===== src/rtl/mips_mc_control.sv =====
// Multi-cycle main control FSM for the MIPS core: decodes the opcode and
// sequences the datapath one step per clock, stalling on memory accesses.
module mips_mc_control #(
   parameter bit MEM_HANDSHAKE = 1'b1
) (
   input  logic       clk,
   input  logic       rst_n,
   input  logic [5:0] opcode,
   input  logic       mem_ready,
   output logic       pc_write,
   output logic       pc_wr_cond,
   output logic       i_or_d,
   output logic       mem_read,
   output logic       mem_write,
   output logic       ir_write,
   output logic       mem_to_reg,
   output logic       reg_dst,
   output logic       reg_write,
   output logic       alu_src_a,
   output logic [1:0] alu_src_b,
   output logic [1:0] alu_op,
   output logic [1:0] pc_source,
   output logic       illegal_op
);

   typedef enum logic [3:0] {
      ST_RST    = 4'd0,
      ST_FETCH  = 4'd1,
      ST_DECODE = 4'd2,
      ST_MEMADR = 4'd3,
      ST_MEMRD  = 4'd4,
      ST_MEMWB  = 4'd5,
      ST_MEMWR  = 4'd6,
      ST_EXEC   = 4'd7,
      ST_RWB    = 4'd8,
      ST_BRANCH = 4'd9,
      ST_ADDIEX = 4'd10,
      ST_ADDIWB = 4'd11,
      ST_JUMP   = 4'd12
   } state_t;

   localparam logic [5:0] OP_R    = 6'b000000;
   localparam logic [5:0] OP_LW   = 6'b100011;
   localparam logic [5:0] OP_SW   = 6'b101011;
   localparam logic [5:0] OP_BEQ  = 6'b000100;
   localparam logic [5:0] OP_ADDI = 6'b001000;
   localparam logic [5:0] OP_J    = 6'b000010;

   state_t r_state;
   state_t w_nextState;
   logic   w_rdy;

   // Without the handshake every memory access completes in one cycle.
   assign w_rdy = MEM_HANDSHAKE ? mem_ready : 1'b1;

   always_ff @(posedge clk or negedge rst_n) begin
      if (!rst_n) begin
         r_state <= ST_RST;
      end else begin
         r_state <= w_nextState;
      end
   end

   always_comb begin
      w_nextState = ST_FETCH;
      pc_write    = 1'b0;
      pc_wr_cond  = 1'b0;
      i_or_d      = 1'b0;
      mem_read    = 1'b0;
      mem_write   = 1'b0;
      ir_write    = 1'b0;
      mem_to_reg  = 1'b0;
      reg_dst     = 1'b0;
      reg_write   = 1'b0;
      alu_src_a   = 1'b0;
      alu_src_b   = 2'b00;
      alu_op      = 2'b00;
      pc_source   = 2'b00;
      illegal_op  = 1'b0;

      case (r_state)
         ST_RST: begin
            w_nextState = ST_FETCH;
         end
         // IR and PC load only on the cycle the fetch completes.
         ST_FETCH: begin
            mem_read    = 1'b1;
            alu_src_b   = 2'b01;
            ir_write    = w_rdy;
            pc_write    = w_rdy;
            w_nextState = w_rdy ? ST_DECODE : ST_FETCH;
         end
         ST_DECODE: begin
            alu_src_b = 2'b11;
            case (opcode)
               OP_LW, OP_SW: w_nextState = ST_MEMADR;
               OP_R:         w_nextState = ST_EXEC;
               OP_BEQ:       w_nextState = ST_BRANCH;
               OP_ADDI:      w_nextState = ST_ADDIEX;
               OP_J:         w_nextState = ST_JUMP;
               default: begin
                  w_nextState = ST_FETCH;
                  illegal_op  = 1'b1;
               end
            endcase
         end
         ST_MEMADR: begin
            alu_src_a = 1'b1;
            alu_src_b = 2'b10;
            if (opcode == OP_LW) begin
               w_nextState = ST_MEMRD;
            end else if (opcode == OP_SW) begin
               w_nextState = ST_MEMWR;
            end else begin
               w_nextState = ST_FETCH;
            end
         end
         ST_MEMRD: begin
            mem_read    = 1'b1;
            i_or_d      = 1'b1;
            w_nextState = w_rdy ? ST_MEMWB : ST_MEMRD;
         end
         ST_MEMWB: begin
            reg_write  = 1'b1;
            mem_to_reg = 1'b1;
         end
         ST_MEMWR: begin
            mem_write   = 1'b1;
            i_or_d      = 1'b1;
            w_nextState = w_rdy ? ST_FETCH : ST_MEMWR;
         end
         ST_EXEC: begin
            alu_src_a   = 1'b1;
            alu_op      = 2'b10;
            w_nextState = ST_RWB;
         end
         ST_RWB: begin
            reg_write = 1'b1;
            reg_dst   = 1'b1;
         end
         ST_BRANCH: begin
            alu_src_a  = 1'b1;
            alu_op     = 2'b01;
            pc_wr_cond = 1'b1;
            pc_source  = 2'b01;
         end
         ST_ADDIEX: begin
            alu_src_a   = 1'b1;
            alu_src_b   = 2'b10;
            w_nextState = ST_ADDIWB;
         end
         ST_ADDIWB: begin
            reg_write = 1'b1;
         end
         ST_JUMP: begin
            pc_write  = 1'b1;
            pc_source = 2'b10;
         end
         // Unused encodings keep every output low and recover to FETCH.
         default: begin
            w_nextState = ST_FETCH;
         end
      endcase
   end

endmodule


===== config.mk =====
export PLATFORM = sky130hd
export DESIGN_NAME = mips_mc_control
export DESIGN_NICKNAME = d
export VERILOG_FILES = /design/src/rtl/mips_mc_control.sv
export SDC_FILE = /design/constraint.sdc
export NUM_CORES = 1
export LEC_CHECK = 0
export BUFFER_PORTS_ARGS = -buffer_cell sky130_fd_sc_hd__clkbuf_2
export CORE_AREA = 4 4 41 43
export CTS_CLUSTER_DIAMETER = 100
export DETAILED_ROUTE_END_ITERATION = 6
export DIE_AREA = 0 0 45 47
export GPL_TIMING_DRIVEN = 0
export PLACE_DENSITY = 0.78
export SYNTH_ARGS = -nofsm -noshare
export SYNTH_HDL_FRONTEND = slang
export SYNTH_SLANG_ARGS = --single-unit

===== constraint.sdc =====
create_clock -name clk -period 1.9 [get_ports clk]
set_clock_uncertainty 0.15 [all_clocks]
set_input_delay 0.285 -clock clk [delete_from_list [all_inputs] [get_ports clk]]
set_output_delay 0.285 -clock clk [all_outputs]
set_load 0.01 [all_outputs]

==> summary.md <==
| Metric | Value |
|---|---|
| Core ar. | 0.00130 sq mm |
| Yosys reg bits | 4 |
| Crit Reg-Reg Endpoint | r_state[1] |
| Worst-skew pair later-pin latency | about 0.23 ns |
| Final std cells w/o fill | ~120 |
| Leak Pwr | ~0.36 nW |
| Via count | 637 |
| Worst rel slew slack | ~80% |
| WL final | 1.50 mm |
| Slew @ Worst Pin | around 0.29 ns |
| Final worst slack | 0.0418 ns |
| Synth warnings | 0 |
| Crit path DAT | about 1.4 ns |
| Final Cell Area | roughly 780 sq um |
| Synthesis-to-finish area growth | 43.7% |
| DPL Wire Length | 1.14 mm |
| Antenna-violating nets left | 0 |
| Register-to-Register Path Depth | 4 |
| Worst setup path category | flop to output port |
| DRC Markers | 0 |
| Final net count | roughly 110 |
| Die height | 47 um |
| Post-synthesis sequential area ratio | a little under a fifth |
| Die W | 45 um |
| Initial DRC count | 15 |
| Top Registers | r_state (4) |
| Syn_area_per_cell | roughly 7.7 sq um |
| Total clock sinks | 4 |
| CP Max Fanout | 5 |
| CP required | approximately 1.5 ns |
| Setup_tns | 0 ns |
| Layout cells sized above 1 | about 54% |
| Max cap viols | 0 |
| PwrDens | about 870 mW/mm^2 |
| Worst r2r src | r_state[0] |
| Vias in the first global route | 536 |
| FF-to-FF setup slack | ~0.40 ns |
| Maximum clock insertion buffer count | 2 |
| First-pass GRT wire length | 2.27 mm |
| Area of the mapped netlist | ~540 sq um |
| Die ar. | roughly 0.0021 sq mm |
| Max reg flops | 4 |
| CTS tree | built |
| Max Slew Vio Count | 0 |
| Status | complete, no violations |
| Vias per cell | 5.49 |
| Clock Pin Slew Worst Setup and Hold Paths | roughly 0.040 ns |
| # IOs | 26 |
| Cell variety after synth | 34 |
| # port buffers | 24 |
| First-pass DRT Iterations | 4 |
| Tcrit/Tclk final | between 90% and 100% |
| CTS H-tree lvls | 1 |
| Largest net degree at the start of global routing | 11 |
| Cell total after placement | 110 |
| TritonCTS buffer count | 3 |
| Initial Utilization | roughly two fifths |
| Post-synth EDFFs | 0 |
| CTS Root Cell | clkbuf_4 |
| Crit end category | output port |
| Total grt overflow | 0 |
| Worst Hold Class | input pin to asynchronous set/reset pin |
| Setup-failing EPs final | 0 |
| Total power | 682 uW |
| Utilization after layout | between 60 and 70% |
| Maximum vdd drop | around 0.54 mV |
| Unrepaired setup endpoints after global routing | true |
| Synth Net Count | 80 |
| Tmin final | approximately 1.9 ns |
| Antenna violations before repair | 0 |
| Max Clk Rate | 538 MHz |
| Final Hold Viols | 0 |
| GP Congestion | about 0.78 |
| Total GRT Usage | between 10% and 20% |
| Asr flop ratio synth | 100% |
| Largest Register | r_state |
| Final hold slack | approximately 0.25 ns |
| Top FF cell, synth | dfrtp_1 |
| Mapped Cells | 71 |
| Antenna fix cells | 0 |
| Crit path launch type | flop |
| Row cnt | 13 |
| Post-Place Cell Area | 683 sq um |
| DR WL/cell | 12.9 um |
| Pre-CTS WS | between 0.06 and 0.07 ns |
## worst max-delay path, stage by stage (launching register included)
cell and delay, ns:
dfrtp_2 0.44, nor4b_4 0.35, o41ai_2 0.14, a21oi_1 0.12, buf_2 0.14
## layer usage
metal	vias up	track usage [%]	share of wire, %
met3	0	3.45	7.0
met1	296	18.3	44
met5	-	0	0
met2	23	24.3	49
met4	0	3.51	0
li1	318	-	-
## kinds of logic after synthesis
| group | count (synthesis) | synth area share [%] |
|---|---|---|
| buf+inv | 8 | 12.0 |
| simple gates | 40 | 42.5 |
| compound gates | 15 | 20.5 |
| xor+xnor | 3 | 4.83 |
| mux | 1 | 1.84 |
| flops | 4 | 18.4 |
## report_power, final
group          total [mW]  internal [mW]  switching, mW
combinational       0.448          0.212          0.237
sequential          0.134          0.105         0.0292
clock               0.100         0.0703         0.0298
total               0.682          0.387          0.296
## final cells by class
type,instances,area (sq um)
well taps,15,18.8
flip-flops and latches,4,104
plain buffers,6,57.6
repair buffers,27,145
multi-input cells,59,427
clock buffers,3,22.5
inverters,2,7.51
fillers,127,519
## Yosys cell counts, drive strengths merged, types with 3 or more instances
library cell  instances  area, sq um
buf                   5         52.6
dfrtp                 4          100
nand2                 8         37.5
nand2b                3         18.8
nand3                 3         20.0
nor2                 10         37.5
nor3                  6         30.0
o21ai                 3         15.0
## repair_timing
| action | in CTS | in global routing |
|---|---|---|
| setup endpoints to repair | 1 | 5 |
| hold buffers | 1 | 0 |
| gates resized for setup | 4 | 10 |
| pin swaps | 0 | 1 |
| hold endpoints to repair | 4 | 0 |
| buffers inserted | 0 | 2 |
## how the worst max path moves through the flow
stage / from / to / cells past startpoint
2_1_floorplan: r_state[0] / pc_write / 4
3_3_place_gp: r_state[3] / illegal_op / 4
3_5_place_dp: r_state[3] / illegal_op / 4
4_1_cts: r_state[2] / alu_op[0] / 5
5_1_grt: r_state[0] / illegal_op / 4
6_report: r_state[0] / illegal_op / 4
## cell usage in the layout (no fill, tap or decap), types with 2 or more instances in the layout
cell type	count
clkbuf_4	3
o21a_1	2
nor2_2	2
nor2_1	8
buf_6	4
o32ai_1	2
or2_2	2
dfrtp_2	3
xnor2_1	2
o21ai_0	3
nor3_1	5
nand2_1	6
buf_4	3
inv_1	2
nand3_1	2
clkbuf_2	24
Power figures use the tool's default switching activity.
